<file path="src/rtl/matmul_pkg.sv">
// Shared types and constants for the 3x3 matrix-multiply sequencer.
package matmul_pkg;

  localparam int unsigned MAT_N     = 3;
  localparam int unsigned MAT_ELEMS = 9;
  localparam int unsigned DATA_W    = 8;
  localparam int unsigned RES_W     = 16;

  typedef enum logic [2:0] {
    StLoadA,
    StLoadB,
    StFire,
    StWait,
    StDrain
  } state_e;

  // Row-major element index used for every flat-bus packing.
  function automatic int unsigned idx(input int unsigned r, input int unsigned c);
    return MAT_N * r + c;
  endfunction

endpackage

</file>
<file path="src/rtl/matmul_operand_buf.sv">
// 9x8 write-indexed operand register file with a flat row-major read port.
module matmul_operand_buf
  import matmul_pkg::*;
(
  input  logic                           clk,
  input  logic                           rst,
  input  logic                           we,
  input  logic [3:0]                     waddr,
  input  logic [DATA_W-1:0]              wdata,
  output logic [MAT_ELEMS*DATA_W-1:0]    flat
);

  logic [DATA_W-1:0] mem_q [MAT_ELEMS];

  always_ff @(posedge clk) begin
    if (rst) begin
      for (int i = 0; i < MAT_ELEMS; i++) begin
        mem_q[i] <= '0;
      end
    end else begin
      for (int i = 0; i < MAT_ELEMS; i++) begin
        if (we && (waddr == 4'(i))) begin
          mem_q[i] <= wdata;
        end
      end
    end
  end

  always_comb begin
    flat = '0;
    for (int r = 0; r < MAT_N; r++) begin
      for (int c = 0; c < MAT_N; c++) begin
        flat[DATA_W*idx(r, c) +: DATA_W] = mem_q[idx(r, c)];
      end
    end
  end

endmodule

</file>
<file path="src/rtl/matmul_seq_ctrl.sv">
// Sequencer for the 3x3 multiplier: loads A/B bytes, fires, waits, drains results.
// Optional MATCTL_PERF_EN adds a per-job cycle counter output (perf_cycles).
module matmul_seq_ctrl #(
  parameter int unsigned MUL_LATENCY = 1,
  parameter int unsigned DATA_W      = 8,
  parameter int unsigned RES_W       = 16
) (
  input  logic                                    clk,
  input  logic                                    rst,
  input  logic                                    in_valid,
  output logic                                    in_ready,
  input  logic [DATA_W-1:0]                       in_data,
  output logic                                    out_valid,
  input  logic                                    out_ready,
  output logic [RES_W-1:0]                        out_data,
  output logic                                    out_last,
  output logic                                    busy,
  output logic [matmul_pkg::MAT_ELEMS*DATA_W-1:0] a_flat,
  output logic [matmul_pkg::MAT_ELEMS*DATA_W-1:0] b_flat,
  output logic                                    mul_en,
  input  logic [matmul_pkg::MAT_ELEMS*RES_W-1:0]  mul_result
`ifdef MATCTL_PERF_EN
  ,
  output logic [31:0]                             perf_cycles
`endif
);

  import matmul_pkg::*;

  localparam logic [2:0] WaitLast = 3'(MUL_LATENCY - 1);
  localparam logic [3:0] LastIdx  = 4'(MAT_ELEMS - 1);

  state_e                     state_q, state_d;
  logic [3:0]                 idx_q, idx_d;
  logic [2:0]                 wait_q, wait_d;
  logic [MAT_ELEMS*RES_W-1:0] res_q, res_d;

  logic in_xfer, out_xfer, last_beat;

  assign in_xfer   = in_valid && in_ready;
  assign out_xfer  = out_valid && out_ready;
  assign last_beat = (idx_q == LastIdx);

  always_ff @(posedge clk) begin
    if (rst) begin
      state_q <= StLoadA;
      idx_q   <= '0;
      wait_q  <= '0;
      res_q   <= '0;
    end else begin
      state_q <= state_d;
      idx_q   <= idx_d;
      wait_q  <= wait_d;
      res_q   <= res_d;
    end
  end

  always_comb begin
    state_d = state_q;
    idx_d   = idx_q;
    wait_d  = wait_q;
    res_d   = res_q;
    case (state_q)
      StLoadA, StLoadB: begin
        if (in_xfer) begin
          if (last_beat) begin
            state_d = (state_q == StLoadA) ? StLoadB : StFire;
            idx_d   = '0;
          end else begin
            idx_d = idx_q + 4'd1;
          end
        end
      end
      StFire: begin
        state_d = StWait;
        wait_d  = '0;
      end
      StWait: begin
        // Capture before draining so output back-pressure cannot lose the product.
        if (wait_q == WaitLast) begin
          res_d   = mul_result;
          state_d = StDrain;
          idx_d   = '0;
        end else begin
          wait_d = wait_q + 3'd1;
        end
      end
      StDrain: begin
        if (out_xfer) begin
          if (last_beat) begin
            state_d = StLoadA;
            idx_d   = '0;
          end else begin
            idx_d = idx_q + 4'd1;
          end
        end
      end
      default: begin
        state_d = StLoadA;
        idx_d   = '0;
      end
    endcase
  end

  always_comb begin
    in_ready  = (state_q == StLoadA) || (state_q == StLoadB);
    mul_en    = (state_q == StFire);
    out_valid = (state_q == StDrain);
    out_data  = out_valid ? res_q[RES_W*idx_q +: RES_W] : '0;
    out_last  = out_valid && last_beat;
    busy      = !((state_q == StLoadA) && (idx_q == '0));
  end

  matmul_operand_buf u_a_buf (
    .clk   (clk),
    .rst   (rst),
    .we    ((state_q == StLoadA) && in_valid),
    .waddr (idx_q),
    .wdata (in_data),
    .flat  (a_flat)
  );

  matmul_operand_buf u_b_buf (
    .clk   (clk),
    .rst   (rst),
    .we    ((state_q == StLoadB) && in_valid),
    .waddr (idx_q),
    .wdata (in_data),
    .flat  (b_flat)
  );

`ifdef MATCTL_PERF_EN
  logic [31:0] perf_cnt_q, perf_cnt_d, perf_q, perf_d;
  logic [31:0] perf_inc;

  assign perf_inc    = (perf_cnt_q == '1) ? perf_cnt_q : perf_cnt_q + 32'd1;
  assign perf_cycles = perf_q;

  // The first A transfer cycle itself counts, so the counter restarts at 1.
  always_comb begin
    perf_cnt_d = perf_cnt_q;
    perf_d     = perf_q;
    if ((state_q == StLoadA) && (idx_q == '0) && in_xfer) begin
      perf_cnt_d = 32'd1;
    end else if (busy) begin
      perf_cnt_d = perf_inc;
    end
    if (out_xfer && last_beat) begin
      perf_d = perf_inc;
    end
  end

  always_ff @(posedge clk) begin
    if (rst) begin
      perf_cnt_q <= '0;
      perf_q     <= '0;
    end else begin
      perf_cnt_q <= perf_cnt_d;
      perf_q     <= perf_d;
    end
  end
`endif

endmodule
</file>
<file path="config.mk">
export PLATFORM = sky130hd
export DESIGN_NAME = matmul_seq_ctrl
export DESIGN_NICKNAME = d
export VERILOG_FILES = /design/src/rtl/matmul_pkg.sv /design/src/rtl/matmul_operand_buf.sv /design/src/rtl/matmul_seq_ctrl.sv
export SDC_FILE = /design/constraint.sdc
export NUM_CORES = 1
export LEC_CHECK = 0
export CAP_MARGIN = 20
export CORE_AREA = 4 4 166 168
export CTS_CLUSTER_DIAMETER = 200
export DETAILED_ROUTE_END_ITERATION = 10
export DIE_AREA = 0 0 170 172
export PLACE_DENSITY = 0.78
export SLEW_MARGIN = 20
export SYNTH_ARGS = -nofsm -noshare
export SYNTH_HDL_FRONTEND = slang
export SYNTH_SLANG_ARGS = --single-unit
</file>
<file path="constraint.sdc">
create_clock -name clk -period 5.01 [get_ports clk]
set_input_delay 1.002 -clock clk [delete_from_list [all_inputs] [get_ports clk]]
set_output_delay 1.002 -clock clk [all_outputs]
set_load 0.03 [all_outputs]
</file>
==> flow_metrics.tcl <==
set metrics [dict create \
    met1_length_microns 13300 \
    worst_slack_ps 784 \
    rsz0062_at_grt "no" \
    ctsLongestPathBuffers 3 \
    first_pass_iters 5 \
    die_w_microns 170 \
    cts_made_buffers 30 \
    via_per_inst 5.30 \
    synth-async-reset-ratio_pct 0 \
    max_freq_mhz 237 \
    fin_crit_ps 4230 \
    gr-usage-all-layers_pct 22.4 \
    worstHoldPathType "reg -> reg" \
    cts.sinks 298 \
    layout.nets 1511 \
    p_comb_share_pct 9.0 \
    port_buffers 320 \
    startpoint_type "flip-flop" \
    vias 9080 \
    switching_share_pct 23.0 \
    cp_max_fo 68 \
    dr_wl_met2_microns 17200 \
    synth_top_area_share_pct 37.1 \
    die_h_microns 172 \
    power.switching_w 0.00125 \
    ir_worst_vdd_mv 0.241 \
    crit_type "reg -> out" \
    antenna_found_initial 2 \
    syn_to_final_growth_pct 37.6 \
    end_kind "primary output" \
    reg2reg_depth 6 \
    netlist_area_sq_um 11700 \
    power_frac_clock_pct 42.2 \
    cp_data_required_time_ps 4010 \
    drtIter0Drc 756 \
    highest_layer "met4" \
    hold_depth 2 \
    pwr-share-seq_pct 48.8 \
    cts_resized 0 \
    synth-warning-count 0 \
    fin_crit_sh_pct 84.3 \
    setup_viol_count_final 0 \
    globalRouteOverflowTotal 0 \
    drc 0 \
    syn_nets 1229 \
    final.setup.tns_ps 0 \
    root_buffer "clkbuf_16" \
    nFillCells 2104 \
    worstPathArrival_ps 3220 \
    drive_gt1_share_pct 6.26 \
    postCtsHoldBufs 0 \
    clkTransAtPathRegs_ps 70 \
    drv_cap 0 \
    yosys.cell_types.count 43 \
    drv_slew 0 \
    tightestPinTransition_ps 1100 \
    hold_viol 0 \
    core.rowCount 59 \
    grt_pass1_wl_microns 51300 \
    r2r-end "u_a_buf.mem_q[0][30]$_DFFE_PP_" \
    final_area_sq_um 16000 \
    routedWlPerCell_microns 20.2 \
    relSlewSlack_pct 26.6 \
    dpl_cell_area_sq_um 15000 \
    yosysSeqAreaShare_pct 63.6 \
    ff2ff_setup_slack_ps 1980 \
    start_util_pct 45.0 \
    ys.flop_type "dfxtp_1" \
    fp.dieArea_sq_um 29200 \
    crit_chain "mux4_2 > mux2i_1 > o21ai_0 > and2_1 > clkdlybuf4s50_1" \
    min_to "res_q[92]$_SDFFE_PP0P_" \
    core_sq_um 25900 \
    clk_latency_ps 550 \
    powerDensity_nw_per_um2 339 \
    post-route-util_pct 61.9 \
    ys_seq_elements 298 \
    synth-edff-count 144 \
    fin_skew_ps 12.5 \
    drt-total-wl_microns 34600 \
    postCtsSetupBuffers 0 \
    hpwl_microns 24700 \
    gp_congestion 0.833 \
    min-delay-start "res_q[92]$_SDFFE_PP0P_" \
    grt_start_max_net_pins 107 \
    grt_pass1_vias 8915 \
    intPower_w 0.00419 \
    hold_slack_ps 453 \
    total_leakage_power_nw 5.67 \
    cts_tree "yes" \
    crit_path_max_incr_delay_ps 1050 \
    wl_met3_microns 2810 \
    cts_max_level 1 \
    outcome "complete, no violations" \
    synth_top_cell_by_area "edfxtp_1" \
    synth.avg_cell_area_sq_um 10.9 \
    ios 321 \
    netlist_top_cells_area "edfxtp_1 37%, dfxtp_1 26%, nand2_1 9.9%, a21oi_1 6.5%, mux4_2 3.3%" \
    final_antenna_net_count 0 \
    timing.rr.start "idx_q[0]$_SDFFE_PP0P_" \
    place_ws_ps 1310 \
    critPathSlowestCell "dfxtp_4" \
    synth_cells 1067 \
]
## cell usage after synthesis, drive strengths merged, types with 6 or more instances
cell	instances
nand2	307
dfxtp	154
a21oi	152
edfxtp	144
buf	40
clkbuf	39
mux2i	32
inv	21
o21ai	20
and2	18
a21o	17
mux4	17
o211a	15
o22a	15
o22ai	15
nor2	8
nor3	8
ha	6
nand3	6
## worst max-delay path: cells and delay by family (launching register included)
kind | cells | cell delay, ps
DFF | 1 | 1050
and+or+nand+nor | 1 | 210
muxes | 2 | 730
AOI/OAI and AO/OA | 1 | 90
buffers and inverters | 1 | 590
## layout by cell type (no fill, tap or decap), drive strengths merged, types with 17 or more instances in the layout
master / netlist / layout
nand2: 307 / 307
a21oi: 152 / 152
dfxtp: 154 / 154
mux2i: 32 / 32
clkdlybuf4s50: 0 / 319
and2: 18 / 18
inv: 21 / 25
a21o: 17 / 17
clkbuf: 39 / 37
mux4: 17 / 17
o21ai: 20 / 20
edfxtp: 144 / 144
## through the flow
stage               total power, W  cells
detailed placement         0.00320   1652
floorplan                  0.00291   1067
finish                     0.00544   1712
CTS                        0.00546   1708
global route               0.00560   1710
global placement           0.00319   1651
## area by class of cell
cell class	count	area, sq um	area share, %
multi-input combinational	669	3790	23.6
sequential	298	7410	46.2
antenna	4	10.0	0.0624
clock inverter	19	201	1.26
inverter	21	78.8	0.492
clock buffer	37	828	5.17
tap	335	419	2.61
timing repair buffer	329	3300	20.6
## kinds of logic after synthesis
| logic type | count (synthesis) | share of synthesized area (%) |
|---|---|---|
| compound gates | 244 | 12.3 |
| simple gates | 368 | 13.2 |
| fa+ha+maj | 6 | 0.644 |
| mux | 49 | 6.03 |
| buf+inv | 100 | 4.10 |
| flops | 298 | 63.6 |
| xor+xnor | 2 | 0.150 |
## worst max-delay path by stage
stage                         to  slack [ps]  depth (start not counted)                   from
floorplan               out_last        2030                          8  idx_q[0]$_SDFFE_PP0P_
global placement    out_data[13]        1340                          5  idx_q[0]$_SDFFE_PP0P_
detailed placement  out_data[13]        1310                          5  idx_q[0]$_SDFFE_PP0P_
CTS                 out_data[13]         720                          5  idx_q[0]$_SDFFE_PP0P_
global route        out_data[13]         580                          5  idx_q[0]$_SDFFE_PP0P_
finish              out_data[13]         780                          5  idx_q[0]$_SDFFE_PP0P_
## flip-flops by register name (all words and copies together), names as in the netlist
name,flops
wait_q,3
state_q,3
u_a_buf.mem_q,72
idx_q,4
u_b_buf.mem_q,72
res_q,144
## layer usage
layer | GRT usage [%] | vias up
li1 | - | 4286
met1 | 27.3 | 4330
met2 | 39.5 | 394
met3 | 4.32 | 70
met4 | 8.78 | 0
met5 | 0 | -
## power by group through the flow
| stage | sequential, W | combinational, W | clock [W] |
|---|---|---|---|
| floorplan | 0.00281 | 0.000105 | 0 |
| global placement | 0.00270 | 0.000486 | 0 |
| detailed placement | 0.00271 | 0.000490 | 0 |
| CTS | 0.00265 | 0.000494 | 0.00232 |
| global route | 0.00266 | 0.000511 | 0.00243 |
| finish | 0.00265 | 0.000489 | 0.00229 |
Power figures use the tool's default switching activity.
